===== config.mk =====
export PLATFORM = sky130hd
export DESIGN_NAME = mqc_r
export DESIGN_NICKNAME = d
export VERILOG_FILES = /design/src/rtl/mqc_r.sv
export SDC_FILE = /design/constraint.sdc
export NUM_CORES = 2
export LEC_CHECK = 0
export ABC_CLOCK_PERIOD_IN_PS = 9800
export CAP_MARGIN = 20
export CORE_ASPECT_RATIO = 1.1
export CORE_UTILIZATION = 55
export CTS_CLUSTER_SIZE = 20
export DETAILED_ROUTE_END_ITERATION = 6
export GPL_ROUTABILITY_DRIVEN = 0
export GPL_TIMING_DRIVEN = 1
export PLACE_DENSITY = 0.83
export SETUP_SLACK_MARGIN = 0.2
export SLEW_MARGIN = 25
export SYNTH_ARGS = -nofsm -noshare
export SYNTH_HDL_FRONTEND = slang
export SYNTH_SLANG_ARGS = --single-unit
export TNS_END_PERCENT = 50

===== constraint.sdc =====
create_clock -name iclk -period 9.8 [get_ports iclk]
set_clock_uncertainty 0.1 [all_clocks]
set_input_delay 0.98 -clock iclk [delete_from_list [all_inputs] [get_ports iclk]]
set_output_delay 0.98 -clock iclk [all_outputs]
set_load 0.05 [all_outputs]

===== src/rtl/mqc_r.sv =====
// mqc_r -- receive-side parser for the MQC telemetry word stream.
//
// The stream is a sequence of header words {12'h000, chan[4:0], MAGIC[14:0]},
// each followed by data words. Slot channels 0..NCHAN-1 carry SLOT_LEN words
// (header included). One word per slot, at CAP_OFS after the header, is
// captured into a shadow bank and announced on ovalid/ochan/odata. Channel
// NCHAN (Tcorr) carries a TCORR_LEN-word burst that is forwarded as an indexed
// sample stream. The header cadence is checked, and the parser drops back to
// hunting whenever the cadence breaks.
//
// Ports:
//   iclk, ireset      clock, synchronous active-high reset
//   ipack, ipack_vld  stream word and its valid strobe (idle cycles freeze the parser)
//   irdaddr, ordata   shadow bank read port, one cycle latency, 0 above NCHAN
//   ovalid/ochan/odata            captured-word pulse, channel, data
//   otcorr_vld/idx/data/done      Tcorr sample stream and end-of-burst pulse
//   olock                         parser is locked to the header cadence
//   oseq_err, oerr_cnt            cadence-error pulse and saturating error count
module mqc_r #(
   parameter logic [14:0] MAGIC     = 15'h0AFA,
   parameter int          NCHAN     = 17,
   parameter int          SLOT_LEN  = 3,
   parameter int          CAP_OFS   = 2,
   parameter int          TCORR_LEN = 200000
) (
   input  logic        iclk,
   input  logic        ireset,
   input  logic [31:0] ipack,
   input  logic        ipack_vld,
   input  logic [4:0]  irdaddr,
   output logic [31:0] ordata,
   output logic        ovalid,
   output logic [4:0]  ochan,
   output logic [31:0] odata,
   output logic        otcorr_vld,
   output logic [17:0] otcorr_idx,
   output logic [31:0] otcorr_data,
   output logic        otcorr_done,
   output logic        olock,
   output logic        oseq_err,
   output logic [15:0] oerr_cnt
);

   localparam int             WCW    = $clog2(SLOT_LEN);
   localparam logic [4:0]     CH_T   = 5'(NCHAN);
   localparam logic [4:0]     CH_END = 5'(NCHAN - 1);
   localparam logic [WCW-1:0] W_CAP  = WCW'(CAP_OFS - 1);
   localparam logic [WCW-1:0] W_END  = WCW'(SLOT_LEN - 1);
   localparam logic [17:0]    T_LEN  = 18'(TCORR_LEN);

   typedef enum logic [1:0] {HUNT, SLOT, TCORR} state_t;

   state_t         state, state_nx;
   logic [WCW-1:0] wcnt, wcnt_nx;
   logic [4:0]     cur, cur_nx;
   logic [4:0]     expc, expc_nx;
   logic [17:0]    idx, idx_nx;
   logic [31:0]    bank [0:NCHAN];

   logic           hdr;
   logic [4:0]     hdr_ch;
   logic           enter;
   logic [4:0]     enter_ch;
   logic           cap, smp, done, err;
   logic           bank_we;
   logic [4:0]     bank_wa;

   function automatic logic is_hdr(input logic [31:0] w);
      return (w[31:20] == 12'h000) && (w[14:0] == MAGIC) && (w[19:15] <= CH_T);
   endfunction

   function automatic logic [15:0] sat_inc(input logic [15:0] v);
      return (v == 16'hFFFF) ? v : v + 16'd1;
   endfunction

   assign hdr    = is_hdr(ipack);
   assign hdr_ch = ipack[19:15];
   assign olock  = (state != HUNT);

   always_ff @(posedge iclk) begin
      if (ireset) state <= HUNT;
      else        state <= state_nx;
   end

   always_comb begin
      state_nx = state;
      wcnt_nx  = wcnt;
      cur_nx   = cur;
      expc_nx  = expc;
      idx_nx   = idx;
      enter    = 1'b0;
      enter_ch = hdr_ch;
      cap      = 1'b0;
      smp      = 1'b0;
      done     = 1'b0;
      err      = 1'b0;
      bank_we  = 1'b0;
      bank_wa  = cur;
      if (ipack_vld) begin
         case (state)
            HUNT: enter = hdr;
            SLOT: begin
               if (wcnt == W_END) begin
                  // Next-header position: the expected channel, or a wrap to 0 after the last slot.
                  if (hdr && ((hdr_ch == expc) || ((cur == CH_END) && (hdr_ch == 5'd0))))
                     enter = 1'b1;
                  else begin
                     err      = 1'b1;
                     state_nx = HUNT;
                  end
               end else begin
                  if (wcnt == W_CAP) begin
                     cap     = 1'b1;
                     bank_we = 1'b1;
                  end
                  wcnt_nx = wcnt + 1'b1;
               end
            end
            TCORR: begin
               if (idx == T_LEN) begin
                  if (hdr && (hdr_ch == 5'd0)) begin
                     done     = 1'b1;
                     enter    = 1'b1;
                     enter_ch = 5'd0;
                  end else begin
                     err      = 1'b1;
                     state_nx = HUNT;
                  end
               end else begin
                  // Burst words are samples whatever they look like.
                  smp     = 1'b1;
                  bank_we = 1'b1;
                  bank_wa = CH_T;
                  idx_nx  = idx + 1'b1;
               end
            end
            default: state_nx = HUNT;
         endcase
      end
      if (enter) begin
         if (enter_ch == CH_T) begin
            state_nx = TCORR;
            idx_nx   = 18'd0;
         end else begin
            state_nx = SLOT;
            wcnt_nx  = '0;
            cur_nx   = enter_ch;
            expc_nx  = enter_ch + 5'd1;
         end
      end
   end

   always_ff @(posedge iclk) begin
      if (ireset) begin
         wcnt        <= '0;
         cur         <= '0;
         expc        <= '0;
         idx         <= '0;
         ordata      <= '0;
         ovalid      <= 1'b0;
         ochan       <= '0;
         odata       <= '0;
         otcorr_vld  <= 1'b0;
         otcorr_idx  <= '0;
         otcorr_data <= '0;
         otcorr_done <= 1'b0;
         oseq_err    <= 1'b0;
         oerr_cnt    <= '0;
         for (int i = 0; i <= NCHAN; i++) bank[i] <= '0;
      end else begin
         wcnt        <= wcnt_nx;
         cur         <= cur_nx;
         expc        <= expc_nx;
         idx         <= idx_nx;
         // Read samples the bank before this cycle's write lands: same-address reads see the old word.
         ordata      <= (irdaddr <= CH_T) ? bank[irdaddr] : 32'd0;
         ovalid      <= cap;
         otcorr_vld  <= smp;
         otcorr_done <= done;
         oseq_err    <= err;
         if (cap) begin
            ochan <= cur;
            odata <= ipack;
         end
         if (smp) begin
            otcorr_idx  <= idx;
            otcorr_data <= ipack;
         end
         if (err)     oerr_cnt      <= sat_inc(oerr_cnt);
         if (bank_we) bank[bank_wa] <= ipack;
      end
   end

endmodule

==> flow_summary.yaml <==
critical_path:
  timing.rr.end: "bank[16][20]"
  cp_num_cells: 7
  cp-startpoint: "ipack_vld"
  cp-start-kind: "primary input"
  r2r_slack_ns: 5.29
  cp.required_ns: 9.98
  arrival_ns: 5.16
  crit_type: "primary input to register"
  path_buf_inv: 1
  rr_worst_depth: 8
  critical-path-top-delay-family: "simple AND/OR/NAND/NOR gates"
  cp_slowest_cell: "nand3_2"
  crit_fanout: 42
  worstPathCellList: "clkdlybuf4s50_1 > nand3_2 > nor2_1 > nand4_4 > or2_4 > nand2b_4 > nand2_2"
  endpoint_kind: "register"
  r2r-start: "state[1]"
  slowest_delay_ns: 0.85
place:
  port_buffers: 179
  dp.cells: 4007
  hpwl_mm: 68.3
  placed_area_sq_um: 46700
  dp_worst_setup_slack_ns: 3.84
finish:
  final_cell_mix: "904 x edfxtp_1, 589 x nor2_1, 273 x nand2_1"
  stdcell_count: 4200
  syn_to_final_growth_pct: 14.6
  final_cell_area_sq_um: 50200
  final_common_cell: "edfxtp_1"
  layout-drive-gt1-share: 0.181
  layout.nets: 3120
timing:
  hold_viol: 0
  finalWorstSetupSlack_ns: 4.83
  fmax_ghz: 0.201
  relSlewSlack: 0.257
  rsz0062_at_grt: "false"
  slew_violations: 0
  timing.setup.tns_ns: 0
  worst_slew_pin_slew_ns: 1.12
  period_share: 0.508
  setup_viol: 0
  min_period_ns: 4.97
logic_synthesis:
  synth-main-ff-cell: "edfxtp_1"
  synth-seq-cells: 1075
  synth_cell_types: 56
  ys_async_sr_fraction: 0
  syn-mean-instance-area_sq_um: 14.9
  synth_edf_count: 904
  synth_seq_area_share: 0.698
  synth_top_cell_area_share: 0.620
  ys_top_cells_by_area: "edfxtp_1 62%, mux4_2 13%, dfxtp_1 7.8%, nor2_1 5.2%, nand2_1 2.4%"
  synth_fp_nets: 2985
  yosys.area.top_type: "edfxtp_1"
  synth_warnings: 0
  syn_inst: 2933
  synth_area_sq_um: 43800
floorplan:
  initial_utilization: 0.555
  core_area_sq_um: 78900
  rows: 108
  die_w_microns: 271
  ios: 180
  die_h_microns: 298
  dieArea_sq_um: 80800
route:
  ant_nets: 0
  via_per_inst: 6.21
  drt_wl_total_mm: 108
  first_pass_iters: 6
  drtIter0Drc: 3133
  wire_per_inst_microns: 25.8
  vias: 26100
  route.detailed.drc: 0
pwr:
  peakVddDrop_v: 0.000151
  power.leakage_nw: 15.0
  combPwrFrac: 0.050
  p_seq_frac: 0.532
  p_per_area_nw_per_um2: 191
  power_mw: 9.56
  switching_share: 0.218
  clkPwrFrac: 0.417
  internal-power_mw: 7.47
  switching_power_mw: 2.09
min_path:
  hp-start: "odata[15]"
  hold_path.class: "register to register"
  holdPathEnd: "odata[15]"
  hold_depth: 2
clock_tree:
  ctsLongestPathBuffers: 3
  clock-root-buffer: "clkbuf_16"
  clk_latency_ns: 0.68
  cts_sinks: 1075
  clk_pin_slew_ns: 0.06
  cts.repair.resized: 0
  cts_hold_buffers: 0
  cts_setup_buffers: 0
  cts-buffers-inserted: 103
  htree_levels: 3
  cts_tree: "done"
flow_run:
  maxCapViolations: 0
grt:
  grt_pass1_wl_mm: 162
  grt_usage: 0.269
  grt_max_degree: 158
  grt_pass1_vias: 25800
  antenna_found_initial: 4
  overflow: 0
outcome:
  status: "finished clean"
## power by group through the flow
stage          Clock (mW)  Sequential [mW]  Combinational (mW)
3_5_place_dp            0             5.19               0.473
6_report             3.99             5.09               0.481
3_3_place_gp            0             5.18               0.466
2_1_floorplan           0             5.20               0.274
4_1_cts              4.01             5.09               0.477
5_1_grt              4.18             5.10               0.499
## metal layers
layer	up-vias	GRT usage	wire length, microns
met4	6	0.0973	3830
met1	13100	0.355	38600
met3	249	0.0575	12100
li1	11100	-	-
met2	1642	0.444	53900
met5	-	0	37
## area by class of cell
| class | instances | area (sq um) |
|---|---|---|
| antenna | 1 | 2.50 |
| clock buffer | 132 | 2830 |
| clock inverter | 59 | 566 |
| fill | 5346 | 28700 |
| inverter | 51 | 193 |
| multi-input combinational | 1589 | 12200 |
| sequential | 1075 | 30600 |
| tap | 1045 | 1310 |
| timing repair buffer | 248 | 2470 |
## logic make-up after synthesis
logic type | Yosys count | synth area share
flops | 1075 | 0.698
buf+inv | 269 | 0.0260
compound gates | 194 | 0.0264
xor+xnor | 30 | 0.00600
fa+ha+maj | 12 | 0.00343
simple gates | 1041 | 0.0985
mux | 312 | 0.142
## sequential cells by signal (all words and copies together) (netlist names)
| register | flops |
|---|---|
| ochan | 5 |
| otcorr_data | 32 |
| otcorr_done | 1 |
| state | 2 |
| otcorr_idx | 18 |
| wcnt | 2 |
| oseq_err | 1 |
| otcorr_vld | 1 |
| oerr_cnt | 16 |
| bank | 904 |
| ovalid | 1 |
| cur | 5 |
| expc | 5 |
| ordata | 32 |
| odata | 32 |
| idx | 18 |
## worst max path at each step
stage	endpoint	slack [ns]
2_1_floorplan	bank[17][0]	5.79
3_3_place_gp	bank[16][16]	3.97
3_5_place_dp	bank[16][12]	3.84
4_1_cts	bank[16][4]	4.51
5_1_grt	bank[16][20]	4.66
6_report	bank[16][20]	4.83
## stage by stage
step,hold slack [ns],utilization
global route,0.370,0.636
finish,0.355,0.636
floorplan,0.343,-
CTS,0.354,0.635
detailed placement,0.346,0.592
global placement,0.340,0.590
## worst register-to-register path, cell delays in order, from the launching register on
cell      delay, ns
dfxtp_1        0.34
inv_1          0.09
ha_1           0.28
nand3_2        0.78
nor2_1         0.57
nand4_4        0.28
or2_4          0.38
nand2b_4       0.43
nand2_2        0.84
## synth_stat cells, drive strengths merged, types with 2 or more instances
cell type and n:
a211o 2, a21oi 132, a22oi 15, and3 8
buf 102, clkbuf 116, dfxtp 171, edfxtp 904
ha 12, inv 51, mux2 19, mux2i 48
mux4 245, nand2 278, nand2b 6, nand3 39
nand3b 4, nand4 9, nand4b 2, nor2 632
nor2b 5, nor3 29, nor4 9, o21ai 8
o221ai 20, o22ai 10, or2 4, or3 7
or4 3, or4b 2, xnor2 9, xor2 21
(Power assumes the default switching activity.)
